### src/rtl/awg_sample_generator.sv
// NCO-based waveform generator feeding the PCF8591 DAC transmitter.
// Three-stage pipeline: phase accumulate, waveform shaping, amplitude scaling.
module awg_sample_generator #(
  parameter int PHASE_W = 24,
  parameter int LUT_AW  = 6
) (
  input  logic               clk,
  input  logic               reset,
  input  logic               enable,
  input  logic               advance,
  input  logic [PHASE_W-1:0] tune_word,
  input  logic [1:0]         wave_sel,
  input  logic [7:0]         duty,
  input  logic [7:0]         amplitude,
  output logic [7:0]         sample,
  output logic               sample_valid,
  output logic               phase_wrap
);

  localparam logic [1:0] WAVE_SAW = 2'b00;
  localparam logic [1:0] WAVE_TRI = 2'b01;
  localparam logic [1:0] WAVE_SQR = 2'b10;
  localparam logic [1:0] WAVE_SIN = 2'b11;

  // First quadrant of round(127*sin(2*pi*(i+0.5)/256)); offset by half a step
  // so the mirrored quadrants meet symmetrically without duplicating samples.
  function automatic logic [6:0] sine_lut(input logic [LUT_AW-1:0] idx);
    logic [6:0] val;
    case (idx)
      6'd0:  val = 7'd2;    6'd1:  val = 7'd5;    6'd2:  val = 7'd8;    6'd3:  val = 7'd11;
      6'd4:  val = 7'd14;   6'd5:  val = 7'd17;   6'd6:  val = 7'd20;   6'd7:  val = 7'd23;
      6'd8:  val = 7'd26;   6'd9:  val = 7'd29;   6'd10: val = 7'd32;   6'd11: val = 7'd35;
      6'd12: val = 7'd38;   6'd13: val = 7'd41;   6'd14: val = 7'd44;   6'd15: val = 7'd47;
      6'd16: val = 7'd50;   6'd17: val = 7'd53;   6'd18: val = 7'd56;   6'd19: val = 7'd58;
      6'd20: val = 7'd61;   6'd21: val = 7'd64;   6'd22: val = 7'd67;   6'd23: val = 7'd69;
      6'd24: val = 7'd72;   6'd25: val = 7'd74;   6'd26: val = 7'd77;   6'd27: val = 7'd79;
      6'd28: val = 7'd82;   6'd29: val = 7'd84;   6'd30: val = 7'd86;   6'd31: val = 7'd89;
      6'd32: val = 7'd91;   6'd33: val = 7'd93;   6'd34: val = 7'd95;   6'd35: val = 7'd97;
      6'd36: val = 7'd99;   6'd37: val = 7'd101;  6'd38: val = 7'd103;  6'd39: val = 7'd105;
      6'd40: val = 7'd106;  6'd41: val = 7'd108;  6'd42: val = 7'd110;  6'd43: val = 7'd111;
      6'd44: val = 7'd113;  6'd45: val = 7'd114;  6'd46: val = 7'd115;  6'd47: val = 7'd117;
      6'd48: val = 7'd118;  6'd49: val = 7'd119;  6'd50: val = 7'd120;  6'd51: val = 7'd121;
      6'd52: val = 7'd122;  6'd53: val = 7'd123;  6'd54: val = 7'd124;  6'd55: val = 7'd124;
      6'd56: val = 7'd125;  6'd57: val = 7'd125;  6'd58: val = 7'd126;  6'd59: val = 7'd126;
      6'd60: val = 7'd127;  6'd61: val = 7'd127;  6'd62: val = 7'd127;  6'd63: val = 7'd127;
      default: val = 7'd0;
    endcase
    return val;
  endfunction

  logic [PHASE_W-1:0] phase_q, phase_d;
  logic               phase_wrap_q, phase_wrap_d;
  logic               v1_q, v1_d;
  logic               v2_q, v2_d;
  logic [7:0]         raw_q, raw_d;
  logic [7:0]         sample_q, sample_d;
  logic               sample_valid_q, sample_valid_d;
  logic [PHASE_W-1:0] tune_sh_q, tune_sh_d;
  logic [1:0]         wave_sh_q, wave_sh_d;
  logic [7:0]         duty_sh_q, duty_sh_d;
  logic [7:0]         amp_sh_q, amp_sh_d;

  logic               fire_s;
  logic [PHASE_W:0]   sum_s;
  logic [7:0]         p_s;
  logic [LUT_AW-1:0]  sin_idx_s;
  logic [6:0]         sin_l_s;
  logic [7:0]         raw_s;
  logic signed [8:0]  diff_s;
  logic signed [17:0] prod_s;
  logic signed [17:0] shr_s;

  // Stage 1: phase accumulation and shadow configuration capture
  always_comb begin
    fire_s       = enable & advance;
    sum_s        = {1'b0, phase_q} + {1'b0, tune_sh_q};
    phase_d      = phase_q;
    phase_wrap_d = 1'b0;
    if (fire_s) begin
      phase_d      = sum_s[PHASE_W-1:0];
      phase_wrap_d = sum_s[PHASE_W];
    end else begin
      phase_d      = phase_q;
      phase_wrap_d = 1'b0;
    end
    v1_d = fire_s;

    // Config only changes while idle or at a period boundary, so a running
    // waveform never mixes settings within one cycle of the output.
    tune_sh_d = tune_sh_q;
    wave_sh_d = wave_sh_q;
    duty_sh_d = duty_sh_q;
    amp_sh_d  = amp_sh_q;
    if (!enable || phase_wrap_d) begin
      tune_sh_d = tune_word;
      wave_sh_d = wave_sel;
      duty_sh_d = duty;
      amp_sh_d  = amplitude;
    end else begin
      tune_sh_d = tune_sh_q;
      wave_sh_d = wave_sh_q;
      duty_sh_d = duty_sh_q;
      amp_sh_d  = amp_sh_q;
    end
  end

  // Stage 2: waveform shaping from the top 8 phase bits
  always_comb begin
    p_s       = phase_q[PHASE_W-1 -: 8];
    sin_idx_s = p_s[5:0];
    if (p_s[6]) begin
      sin_idx_s = 6'd63 - p_s[5:0];
    end else begin
      sin_idx_s = p_s[5:0];
    end
    sin_l_s = sine_lut(sin_idx_s);

    raw_s = 8'd0;
    case (wave_sh_q)
      WAVE_SAW: raw_s = p_s;
      WAVE_TRI: begin
        if (p_s[7]) begin
          raw_s = 8'd255 - {p_s[6:0], 1'b0};
        end else begin
          raw_s = {p_s[6:0], 1'b0};
        end
      end
      WAVE_SQR: begin
        if (p_s < duty_sh_q) begin
          raw_s = 8'd255;
        end else begin
          raw_s = 8'd0;
        end
      end
      WAVE_SIN: begin
        if (p_s[7]) begin
          raw_s = 8'd127 - {1'b0, sin_l_s};
        end else begin
          raw_s = 8'd128 + {1'b0, sin_l_s};
        end
      end
      default: raw_s = 8'd0;
    endcase

    if (v1_q) begin
      raw_d = raw_s;
    end else begin
      raw_d = raw_q;
    end
    v2_d = v1_q;
  end

  // Stage 3: amplitude scaling about midscale
  always_comb begin
    diff_s = $signed({1'b0, raw_q}) - 9'sd128;
    prod_s = $signed({{9{diff_s[8]}}, diff_s}) * $signed({10'd0, amp_sh_q});
    shr_s  = prod_s >>> 8;
    sample_d = sample_q;
    if (v2_q) begin
      if (amp_sh_q == 8'd255) begin
        sample_d = raw_q;
      end else begin
        sample_d = 8'd128 + shr_s[7:0];
      end
    end else begin
      sample_d = sample_q;
    end
    sample_valid_d = v2_q;
  end

  // Pipeline and configuration registers
  always_ff @(posedge clk or posedge reset) begin
    if (reset) begin
      phase_q        <= '0;
      phase_wrap_q   <= 1'b0;
      v1_q           <= 1'b0;
      v2_q           <= 1'b0;
      raw_q          <= 8'd0;
      sample_q       <= 8'd128;
      sample_valid_q <= 1'b0;
      tune_sh_q      <= '0;
      wave_sh_q      <= 2'b00;
      duty_sh_q      <= 8'd128;
      amp_sh_q       <= 8'd255;
    end else begin
      phase_q        <= phase_d;
      phase_wrap_q   <= phase_wrap_d;
      v1_q           <= v1_d;
      v2_q           <= v2_d;
      raw_q          <= raw_d;
      sample_q       <= sample_d;
      sample_valid_q <= sample_valid_d;
      tune_sh_q      <= tune_sh_d;
      wave_sh_q      <= wave_sh_d;
      duty_sh_q      <= duty_sh_d;
      amp_sh_q       <= amp_sh_d;
    end
  end

  assign sample       = sample_q;
  assign sample_valid = sample_valid_q;
  assign phase_wrap   = phase_wrap_q;

endmodule
### config.mk
export PLATFORM = sky130hd
export DESIGN_NAME = awg_sample_generator
export DESIGN_NICKNAME = d
export VERILOG_FILES = /design/src/rtl/awg_sample_generator.sv
export SDC_FILE = /design/constraint.sdc
export NUM_CORES = 1
export LEC_CHECK = 0
export ABC_AREA = 0
export ABC_CLOCK_PERIOD_IN_PS = 12890
export CAP_MARGIN = 5
export CORE_MARGIN = 2
export CORE_UTILIZATION = 25
export CTS_CLUSTER_DIAMETER = 200
export DETAILED_ROUTE_END_ITERATION = 10
export GPL_ROUTABILITY_DRIVEN = 0
export PLACE_DENSITY_LB_ADDON = 0.3
export SLEW_MARGIN = 0
export SYNTH_ARGS = -nofsm -noshare
export SYNTH_HDL_FRONTEND = slang
export SYNTH_SLANG_ARGS = --single-unit
### constraint.sdc
create_clock -name clk -period 12.89 [get_ports clk]
set_input_delay 1.9335 -clock clk [delete_from_list [all_inputs] [get_ports clk]]
set_output_delay 1.9335 -clock clk [all_outputs]
set_load 0.005 [all_outputs]
## After elaboration in Yosys (flattened, before gate mapping)

Memory sizes are Yosys's and may differ from the RTL's.
Index checks and enable logic that the tools add are counted.

| word-level totals | value |
|---|---|
| register bits | 86 |
| memory bits (read-only) | 448 |
| bits of input ports | 46 |
| output and inout bits | 10 |
| word-level logic and storage cells | 36 |
| memories kept | 1 |

| operators by class | value |
|---|---|
| add/subtract/negate cells | 7 |
| multiply operators | 1 |
| order comparisons | 1 |
| equality and inequality tests | 4 |
| mux-type cells | 7 |
| bitwise operators | 1 |
| reductions and logical operators | 3 |

Memory list:

| memory | words | width | rd ports | clocked after Yosys merged registers in | write ports | line | RTL |
|---|---|---|---|---|---|---|---|
| (name not given) | 64 | 7 | 1 | 0 | 0 | 29 | `case (idx)` |

Operators by type and width:

| operator | count |
|---|---|
| 8-bit two-way mux | 4 |
| 8-bit case mux with 4 select lines | 1 |
| 24-bit by 24-bit adder with 25-bit output | 1 |
| 9-bit by 9-bit multiplier with 16-bit output | 1 |
| 8-bit by 8-bit subtractor with 9-bit output (second input constant) | 1 |
| 8-bit by 7-bit adder with 8-bit output (first input constant) | 1 |
| 8-bit adder (first input constant) | 1 |
| 8-bit == test (second input constant) | 1 |
| 8-bit less-than comparator | 1 |
| 7-bit by 7-bit subtractor with 8-bit output (first input constant) | 1 |
| 8-bit subtractor (first input constant) | 1 |
| 6-bit two-way mux | 1 |
| 6-bit subtractor (first input constant) | 1 |
| 2-bit == test (second input constant) | 2 |
| 2-bit by 1-bit == test with 1-bit output (second input constant) | 1 |
| 2-bit logical NOT | 1 |
| 1-bit bitwise AND | 1 |
| 1-bit logical NOT | 1 |
| 1-bit logical OR | 1 |
| 1-bit two-way mux | 1 |

## Depth between registers and ports, before layout

An unclocked memory read counts as a cell.

| depth | value |
|---|---|
| word-level depth | 6 |
| mapped depth | 19 |
| depth with buffers taken out | 18 |

## Worst setup path after synthesis

Ideal clock, no wire load.

| timing path | value |
|---|---|
| path kind | register to register |
| start | register amp_sh_q[1] |
| end | register sample_q[6], in the netlist sample[6] |
| library setup time | 77 ps |
| arrival time | 4392 ps |
| data required time | 12813 ps |
| path slack | 8421 ps |
| stages on the path, launching flop included | 18 |
| buffers on the path | 1 |
| period minus slack after synthesis | 4469 ps |
| path through | dfstp_2 -> clkbuf_1 -> nand2b_1 -> fa_1 -> fa_1 -> inv_1 -> fa_1 -> inv_1 -> fa_1 -> inv_1 -> ha_1 -> and3_1 -> a21oi_1 -> nand3_1 -> a31oi_1 -> xnor2_1 -> mux2i_1 -> a21oi_1 |

| on the way | value |
|---|---|
| longest elaborated chain between the ends | 3 |

RTL lines:

| item | line | RTL |
|---|---|---|
| from (decl) | 61 | `logic [7:0] amp_sh_q, amp_sh_d;` |
| from (signal assigned) | 196 | `amp_sh_q <= amp_sh_d;` |
| 9-bit by 9-bit multiplier with 16-bit output | 156 | `prod_s = $signed({{9{diff_s[8]}}, diff_s}) * $signed({10'd0, amp_sh_q});` |
| 8-bit adder | 163 | `sample_d = 8'd128 + shr_s[7:0];` |
| 8-bit two-way mux (*) | 160 | `if (amp_sh_q == 8'd255) begin` |
| to (signal assigned) | 191 | `sample_q <= sample_d;` |
| to (decl) | 56 | `logic [7:0] sample_q, sample_d;` |

Mark *: on every way between the ends. The rest lies on a longest branch, timed or not.
A chain may end at the register's enable or synchronous reset.

## Worst setup path after layout

| timing path | value |
|---|---|
| start | register amp_sh_q[0] |
| end | register sample_q[6], in the netlist sample[6] |

The elaborated chain is that of the path after synthesis.

==> summary.txt <==
Yosys
  – Post-Synth Simple-Gate Area: between 10% and 20%
  – Main flop type after synthesis: dfrtp_1
  – Yosys cell types: 63
  – Synth Instances: 819
  – Dominant cell type by area after synthesis: dfrtp_1
  – Number of synthesized register bits: 86
  – Largest family of logic cells by synthesized area: adder cells
  – Synth top area cells: dfrtp_1, fa_1, ha_1
  – Net Count, Synth: approximately 990
  – Compound-Gate Fraction of Synth Area: roughly 14%
  – Sequential share of the synthesized area: between 20% and 30%
  – Post-synth ARST share: 100%
  – Syn_area_per_cell: 9.66 um^2
  – Adder-Cell Fraction of Synth Area: a little under a quarter
  – Mux cell area share after synthesis: 9.47%
  – Post-Syn Area: slightly below 8000 um^2
  – Synth warnings: 0
  – Post-synthesis xor/xnor area fraction: just over 5%
  – Number of synthesized flops with an enable pin: 0
  – Area share of the largest cell type after synthesis: ~24%

STA
  – Clock period minus worst slack: 4.60 ns
  – Clock Skew: 0.0115 ns
  – Endpoints failing hold: 0
  – Sum Neg Setup Slack: 0 ns
  – Worst Max-Slew Pin Slew: about 1.2 ns
  – Part of the cycle the worst path needs: between 30% and 40%
  – Fin. max-slew vios: 0
  – Slew headroom: 22.0%
  – Final setup fails: 0
  – Fin Hold WS: slightly below 0.5 ns
  – Max Clk Rate: between 200 and 250 MHz
  – RSZ-0062 raised after global routing: no

Drt
  – Routed wire length: around 18,000 um
  – DR WL/cell: roughly 14 um
  – DR pass1 iterations: 4
  – DR vias: 5,705
  – Via density: 4.51
  – DR iter-0 viols: ~190
  – Antenna viol nets, final: 0
  – DRC errors left: 0

Run status
  – Run status: completed

Placement
  – Placed Cells: 1,248
  – Buffers on Ports: 55
  – HPWL after DPL: approximately 14,000 um

Die
  – Die H: around 180 um
  – Core ar.: roughly 31,000 um^2
  – Num ports: 56
  – Die X: approximately 180 um
  – Initial core utilization: around 25%
  – Core Rows: 65
  – Die area: approximately 33,000 um^2

GRT
  – Remaining global-route overflow: 0
  – GRT Overall Usage: about an eighth
  – Largest net degree at the start of global routing: between 70 and 80
  – First-pass GRT wire length: 31,000 um
  – Vias in the first global route: 5,818
  – Antenna violations before repair: 0

Setup path
  – Worst reg2reg path depth: 16
  – R2R Path Start: amp_sh_q[0]$_DFFE_PP1P_
  – Crit path to: sample[6]$_DFFE_PP0P_
  – Worst setup path startpoint: amp_sh_q[0]$_DFFE_PP1P_
  – Startpoint types: flip-flop
  – Arrival @ worst endpoint: between 4 and 5 ns
  – Reg2Reg Setup Slack: ~8.3 ns
  – Critical R2R Capture: sample[6]$_DFFE_PP0P_
  – Crit-path max FO: 9
  – Worst Setup End Kind: flip-flop
  – Crit Path Class: flip-flop to flip-flop
  – Critical Path RT: roughly 13 ns

Clocking
  – Post-CTS Setup Bufs: 0
  – Worst-path clk slew: around 0.070 ns
  – Root Driver: clkbuf_16
  – Resized cells post-CTS: 0
  – Worst skew pair latency: 0.36 ns
  – TritonCTS Buffers: 9
  – Sink Count: 86
  – CTS tree: yes
  – CTS H-Tree Depth: 3
  – CTS Buffer Depth: 2
  – CTS hold repair buffers: 0

Final layout
  – Area growth, synth to finish: 15.6%
  – Nets: between 1k and 1.5k
  – # diodes: 0
  – Layout cells sized above 1: between 10% and 20%
  – Most frequent cells in the layout: inv_1, dfrtp_1, ha_1
  – Most common cell after layout, fill and taps aside: inv_1
  – Fin cells: around 1.3k

Run
  – Max cap viols: 0

Worst hold path
  – Worst min-delay path class: flip-flop to flip-flop
[per-layer routing]
metal | part of all wire (%) | vias to the layer above | global-route usage [%]
li1 | - | 2856 | -
met1 | 50 | 2758 | 15.8
met2 | 47 | 81 | 19.7
met3 | 2.7 | 10 | 2.19
met4 | 0.63 | 0 | 1.84
met5 | 0 | - | 0
[sequential cells by signal (all words and copies together) (netlist names), 2 cells and up]
register and flops:
duty_sh_q 8, tune_sh_q 24, amp_sh_q 8, phase_q 24
sample 8, wave_sh_q 2, raw_q 8
[final cells by class]
cell class,count,area [um^2]
clock buffers,10,229
inverters,102,384
flip-flops and latches,86,2160
repair buffers,59,581
well taps,402,503
clock inverters,6,75.1
fillers,3318,22200
multi-input cells,599,5210
[per-stage QoR]
stage,setup WS [ns],util (%),area (um^2)
floorplan,8.42,-,7920
global placement,8.32,28.2,8840
detailed placement,8.26,28.2,8840
CTS,8.25,29.1,9150
global route,7.92,29.1,9150
finish,8.29,29.1,9150
[Yosys cell counts, types with 5 or more instances]
master    count
a211o_1       5
nor2_1       38
mux2_4       40
dfrtp_1      76
a31oi_1       8
fa_1         51
mux2i_1       7
and2_1       37
o211ai_1     11
o21ai_0      39
xnor2_1      29
nand2b_1     10
nor3_1       11
ha_1         69
xor2_1       15
a21o_1       13
nor2b_1       6
nand2_1      67
clkbuf_1     24
nand3_1      12
dfstp_2      10
inv_1       102
o21a_1       10
a211oi_1      7
mux2_2        7
a21oi_1      40
and3_1        7
[worst min path at each step]
| stage | from | endpoint | slack [ns] | depth (start not counted) |
|---|---|---|---|---|
| 2_1_floorplan | v1_q$_DFF_PP0_ | sample_valid_d$_DFF_PP0_ | 0.37 | 0 |
| 3_3_place_gp | phase_q[7]$_DFFE_PP0P_ | phase_q[7]$_DFFE_PP0P_ | 0.47 | 2 |
| 3_5_place_dp | phase_q[11]$_DFFE_PP0P_ | phase_q[11]$_DFFE_PP0P_ | 0.48 | 2 |
| 4_1_cts | phase_q[3]$_DFFE_PP0P_ | phase_q[3]$_DFFE_PP0P_ | 0.49 | 2 |
| 5_1_grt | sample[7]$_DFFE_PP1P_ | sample[7]$_DFFE_PP1P_ | 0.51 | 2 |
| 6_report | phase_q[11]$_DFFE_PP0P_ | phase_q[11]$_DFFE_PP0P_ | 0.49 | 2 |
[kinds of logic after synthesis]
| kind of cell | count (synthesis) |
|---|---|
| fa+ha+maj | 120 |
| buf+inv | 134 |
| mux | 54 |
| flops | 86 |
| compound gates | 168 |
| simple gates | 212 |
| xor+xnor | 45 |
[worst max-delay path, stage by stage, from the launching register on]
cell and delay, ns:
dfstp_2 0.63, nand2b_1 0.19, fa_1 0.56, fa_1 0.56, inv_1 0.05, fa_1 0.47
inv_1 0.05, fa_1 0.52, inv_1 0.04, ha_1 0.33, and3_1 0.19, a21oi_1 0.20
nand3_1 0.13, a31oi_1 0.21, xnor2_1 0.13, mux2i_1 0.08, a21oi_1 0.17
Power is left out: the tool's default activity adds up to more than one toggle a clock period on the data nets, which glitch-free logic cannot reach.
